==> src/rtl/matrix_op_seq.sv <==
// matrix_op_seq
//   Loads one or two SIZE x SIZE operand matrices element by element
//   (row-major), then streams out A+B, A-B or transpose(A), one element
//   per handshake.
//
// Ports
//   clk        single clock, rising edge
//   rst        asynchronous active-high reset
//   start      begin an operation (honoured only in IDLE)
//   op         0 add, 1 subtract, 2 transpose, 3 illegal (sampled with start)
//   in_data    operand element, in_valid / in_ready handshake
//   out_data   result element, out_valid / out_ready handshake (0 when idle)
//   busy       high in every state except IDLE
//   done       one-cycle completion pulse
//   err        one-cycle illegal-op pulse, coincident with done
//
// state  | meaning
// IDLE   | waiting for start
// LOAD_A | accepting operand A elements
// LOAD_B | accepting operand B elements (add/subtract only)
// STREAM | presenting result elements
module matrix_op_seq #(
    parameter int SIZE   = 2,
    parameter int LENGTH = 8
) (
    input  logic              clk,
    input  logic              rst,
    input  logic              start,
    input  logic [1:0]        op,
    input  logic [LENGTH-1:0] in_data,
    input  logic              in_valid,
    output logic              in_ready,
    output logic [LENGTH-1:0] out_data,
    output logic              out_valid,
    input  logic              out_ready,
    output logic              busy,
    output logic              done,
    output logic              err
);

    localparam int N  = SIZE * SIZE;
    localparam int IW = (N > 1) ? $clog2(N) : 1;

    typedef enum logic [1:0] {
        IDLE   = 2'd0,
        LOAD_A = 2'd1,
        LOAD_B = 2'd2,
        STREAM = 2'd3
    } state_t;

    state_t            r_state, w_state_nxt;
    logic [1:0]        r_op,    w_op_nxt;
    logic [IW-1:0]     r_idx,   w_idx_nxt;
    logic [IW-1:0]     r_k,     w_k_nxt;
    logic              r_done,  w_done_nxt;
    logic              r_err,   w_err_nxt;

    logic [LENGTH-1:0] r_a [N];
    logic [LENGTH-1:0] r_b [N];

    logic              w_in_hs;
    logic              w_out_hs;
    logic              w_last_idx;
    logic              w_last_k;
    logic [IW-1:0]     w_t_idx;
    logic [LENGTH-1:0] w_result;

    assign in_ready  = (r_state == LOAD_A) || (r_state == LOAD_B);
    assign out_valid = (r_state == STREAM);
    assign busy      = (r_state != IDLE);
    assign done      = r_done;
    assign err       = r_err;

    assign w_in_hs    = in_valid & in_ready;
    assign w_out_hs   = out_valid & out_ready;
    assign w_last_idx = (r_idx == IW'(N - 1));
    assign w_last_k   = (r_k == IW'(N - 1));

    // Output k (row k/SIZE, col k%SIZE) of the transpose reads A at (col, row).
    assign w_t_idx = IW'((int'(r_k) % SIZE) * SIZE + int'(r_k) / SIZE);

    always_comb begin
        w_result = '0;
        case (r_op)
            2'd0:    w_result = r_a[r_k] + r_b[r_k];
            2'd1:    w_result = r_a[r_k] - r_b[r_k];
            default: w_result = r_a[w_t_idx];
        endcase
    end

    assign out_data = out_valid ? w_result : '0;

    always_comb begin
        w_state_nxt = r_state;
        w_op_nxt    = r_op;
        w_idx_nxt   = r_idx;
        w_k_nxt     = r_k;
        w_done_nxt  = 1'b0;
        w_err_nxt   = 1'b0;
        case (r_state)
            IDLE: begin
                if (start) begin
                    if (op == 2'd3) begin
                        w_done_nxt = 1'b1;
                        w_err_nxt  = 1'b1;
                    end else begin
                        w_op_nxt    = op;
                        w_idx_nxt   = '0;
                        w_k_nxt     = '0;
                        w_state_nxt = LOAD_A;
                    end
                end
            end
            LOAD_A: begin
                if (w_in_hs) begin
                    if (w_last_idx) begin
                        w_idx_nxt   = '0;
                        w_state_nxt = (r_op == 2'd2) ? STREAM : LOAD_B;
                    end else begin
                        w_idx_nxt = r_idx + 1'b1;
                    end
                end
            end
            LOAD_B: begin
                if (w_in_hs) begin
                    if (w_last_idx) begin
                        w_idx_nxt   = '0;
                        w_state_nxt = STREAM;
                    end else begin
                        w_idx_nxt = r_idx + 1'b1;
                    end
                end
            end
            STREAM: begin
                if (w_out_hs) begin
                    if (w_last_k) begin
                        w_k_nxt     = '0;
                        w_done_nxt  = 1'b1;
                        w_state_nxt = IDLE;
                    end else begin
                        w_k_nxt = r_k + 1'b1;
                    end
                end
            end
            default: w_state_nxt = IDLE;
        endcase
    end

    always_ff @(posedge clk or posedge rst) begin
        if (rst) begin
            r_state <= IDLE;
            r_op    <= 2'd0;
            r_idx   <= '0;
            r_k     <= '0;
            r_done  <= 1'b0;
            r_err   <= 1'b0;
        end else begin
            r_state <= w_state_nxt;
            r_op    <= w_op_nxt;
            r_idx   <= w_idx_nxt;
            r_k     <= w_k_nxt;
            r_done  <= w_done_nxt;
            r_err   <= w_err_nxt;
        end
    end

    // Operand storage is deliberately left out of reset.
    always_ff @(posedge clk) begin
        if (w_in_hs) begin
            if (r_state == LOAD_A) begin
                r_a[r_idx] <= in_data;
            end else begin
                r_b[r_idx] <= in_data;
            end
        end
    end

endmodule

==> config.mk <==
export PLATFORM = sky130hd
export DESIGN_NAME = matrix_op_seq
export DESIGN_NICKNAME = d
export VERILOG_FILES = /design/src/rtl/matrix_op_seq.sv
export SDC_FILE = /design/constraint.sdc
export NUM_CORES = 1
export LEC_CHECK = 0
export CAP_MARGIN = 20
export CELL_PAD_IN_SITES_DETAIL_PLACEMENT = 0
export CELL_PAD_IN_SITES_GLOBAL_PLACEMENT = 1
export CORE_AREA = 2 2 107 109
export CTS_CLUSTER_SIZE = 14
export DETAILED_ROUTE_END_ITERATION = 10
export DIE_AREA = 0 0 109 111
export PLACE_DENSITY_LB_ADDON = 0.1
export SKIP_CTS_REPAIR_TIMING = 1
export SYNTH_ARGS = -nofsm -noshare
export SYNTH_HDL_FRONTEND = slang
export SYNTH_SLANG_ARGS = --single-unit
export TNS_END_PERCENT = 5
==> constraint.sdc <==
create_clock -name clk -period 3.2 [get_ports clk]
set_input_delay 0.48 -clock clk [delete_from_list [all_inputs] [get_ports clk]]
set_output_delay 0.48 -clock clk [all_outputs]
set_load 0.01 [all_outputs]
==> results.txt <==
Vias in the first global route - 2258
Total Wirelength - 7760 um
Largest net degree at the start of global routing - 20
Crit-path slowest cell - or4_4
Max frequency - 0.254 GHz
Most frequent cells in the layout - 64 x edfxtp_1, 36 x buf_4, 30 x nor2_1
Final worst setup slack - -732 ps
Final Skew - 8.10 ps
Status - complete, but fails checks
Vias per std cell - 4.86
Syn nets - 292
Worst-skew pair later-pin latency - 320 ps
Clock root buffer - clkbuf_16
Slew Viols, Final - 0
H-tree levels - 3
WP data required - 2720 ps
Die Width - 109 um
Nature of the critical path endpoint - output port
Max IR drop VDD - 0.432 mV
DRT Pass-1 Iters - 4
Critical Path, Cell by Cell - buf_6, mux4_2, or3_4, inv_2, a21oi_2, xnor2_1, ha_1, or2_4, a21oi_4, a21oi_2, or4_4, nand3_2, buf_6
Routed wire length per instance - 16.4 um
Drt drc - 0
Hold crit path type - primary input to async pin
EDFF count, synth - 64
I/O pin total - 28
Critical path data arrival time - 3450 ps
Layout cell share with drive strength beyond 1 - 30.3%
Initial antenna violation count - 0
Die area - 0.0121 mm^2
Detail Route Antenna Nets - 0
First-pass GRT wire length - 12100 um
WHS - 479 ps
CTS clk-pin slew, worst paths - 60 ps
Final setup vio count - 7
Row cnt - 39
Routability cong. - 0.754
Violations in the final reports - setup timing
Core Util, Final - 42.8%
Cell Area, Synth - 0.00375 mm^2
Nets - 359
Post-layout minimum cycle time - 3930 ps
Post-DP HPWL - 5910 um
# clock sinks - 74
FFs w/ async S/R, synth - 13.5%
CTS max path bufs - 2
P&R area growth vs syn - 26.5%
Synth warnings - 0
CTS buffer count - 9
Crit Path Class - register to output port
Worst-path fanout max - 5
PD cells - 1010 mW/mm^2
Worst path max stage delay - 510 ps
Tot GR Track Use - 13.9%
Via Count - 2299
Max cap viols - 0
Die Y-Extent - 111 um
Buf/Inv on CP - 3
Number of port buffers - 27
RSZ-0062 raised after global routing - true
Total gr overflow - 0
Number of diodes - 0
CTS tree - done
Gate Count Post-Synth - 259
Seq cells post-synth - 74
Initial drt markers - 114
Hold Fails Final Rpt - 0
Most common flop cell mapped by yosys - edfxtp_1
Share of the yosys chip area belonging to registers - 57.9%
Crit path launch type - register
Initial core utilization - 33.9%
Total core area - 0.0111 mm^2
CP top delay family - simple AND/OR/NAND/NOR gates
Mean area per synthesized cell - 14.5 um^2
Distinct cells, synth - 42
Pleak - 1.80 nW
Max-slew headroom - 48.5%
Crit share post-route - 123%
Worst-margin pin slew - 770 ps
Commonest non-fill, non-tap cell in the layout - edfxtp_1
[synth_stat cells, types with 2 or more instances]
| library cell | number | area share [%] |
|---|---|---|
| a21boi_0 | 2 | 0.40 |
| a21oi_1 | 9 | 1.2 |
| a31oi_1 | 2 | 0.33 |
| clkbuf_1 | 4 | 0.40 |
| dfrtp_1 | 10 | 6.7 |
| edfxtp_1 | 64 | 51 |
| ha_1 | 17 | 5.7 |
| inv_1 | 21 | 2.1 |
| mux2_2 | 2 | 0.60 |
| mux2i_1 | 2 | 0.53 |
| mux4_1 | 11 | 7.7 |
| mux4_2 | 13 | 7.8 |
| nand2_1 | 16 | 1.6 |
| nand2b_1 | 2 | 0.33 |
| nand3_1 | 4 | 0.53 |
| nand4b_1 | 2 | 0.47 |
| nor2_1 | 32 | 3.2 |
| nor2b_1 | 3 | 0.50 |
| nor3_1 | 3 | 0.40 |
| o21a_1 | 2 | 0.40 |
| o21ai_0 | 10 | 1.3 |
| o31a_1 | 2 | 0.47 |
| o31ai_1 | 2 | 0.40 |
| or3_1 | 2 | 0.33 |
| xnor2_1 | 3 | 0.70 |
| xor2_1 | 3 | 0.70 |
[kinds of logic (layout without fill, tap and decap cells)]
group,Yosys count,count (layout),share of synthesized area [%]
AO/OA/AOI/OAI,32,32,5.14
XOR/XNOR,7,7,1.83
adder cells (fa/ha/maj),18,18,6.20
buffers and inverters,30,101,3.77
flip-flops,74,74,57.9
multiplexers,28,28,16.6
AND/OR/NAND/NOR,70,70,8.51
[per-layer routing]
layer	routed length [um]	share of wire (%)	vias to the layer above	track usage, %
li1	-	-	1108	-
met1	3630	47	1143	19.6
met3	251	3.2	10	2.29
met2	3760	49	38	21.0
met4	110	1.4	0	5.90
met5	0	0	-	0
[where the power goes]
group	leakage [nW]	switching, W	internal, W
clock network	0.132	0.000371	0.000522
registers	0.705	0.0000625	0.00118
logic	0.967	0.00131	0.00136
total	1.80	0.00174	0.00307
[state kept, by name, summed over array words and instances (netlist names)]
| signal | flops |
|---|---|
| r_k | 2 |
| r_state | 2 |
| r_a | 32 |
| r_idx | 2 |
| done | 1 |
| r_op | 2 |
| err | 1 |
| r_b | 32 |
[layout make-up]
class,instances,area (um^2)
Multi-Input combinational cell,155,1500
Inverter,21,78.8
Timing Repair Buffer,65,549
Sequential cell,74,2170
Fill cell,1035,6330
Clock buffer,9,225
Tap cell,143,179
Clock inverter,6,43.8
[worst paths after layout]
path	from	to	slack, ps	depth (start not counted)
max	r_k[0]$_DFFE_PP0P_	out_data[7]	-730	13
min	rst	r_op[0]$_DFFE_PP0P_	480	2
max reg2reg	r_k[1]$_DFFE_PP0P_	r_state[0]$_DFFE_PP0P_	780	9
min reg2reg	r_op[0]$_DFFE_PP0P_	r_op[0]$_DFFE_PP0P_	550	2
max in group asynchronous	rst	r_k[0]$_DFFE_PP0P_	2360	2
min in group clk	r_op[0]$_DFFE_PP0P_	r_op[0]$_DFFE_PP0P_	550	2
[stage by stage]
| stage | power (W) | setup TNS (ps) | instance area, um^2 | instances | setup slack [ps] |
|---|---|---|---|---|---|
| 2_1_floorplan | 0.00280 | -439 | 3750 | 259 | -193 |
| 3_3_place_gp | 0.00374 | -4160 | 4400 | 456 | -930 |
| 3_5_place_dp | 0.00374 | -4230 | 4400 | 456 | -947 |
| 4_1_cts | 0.00464 | -6740 | 4670 | 471 | -1310 |
| 5_1_grt | 0.00520 | -4340 | 4750 | 473 | -864 |
| 6_report | 0.00481 | -3080 | 4750 | 473 | -732 |
Note: power is estimated with default switching activity, not from simulation.
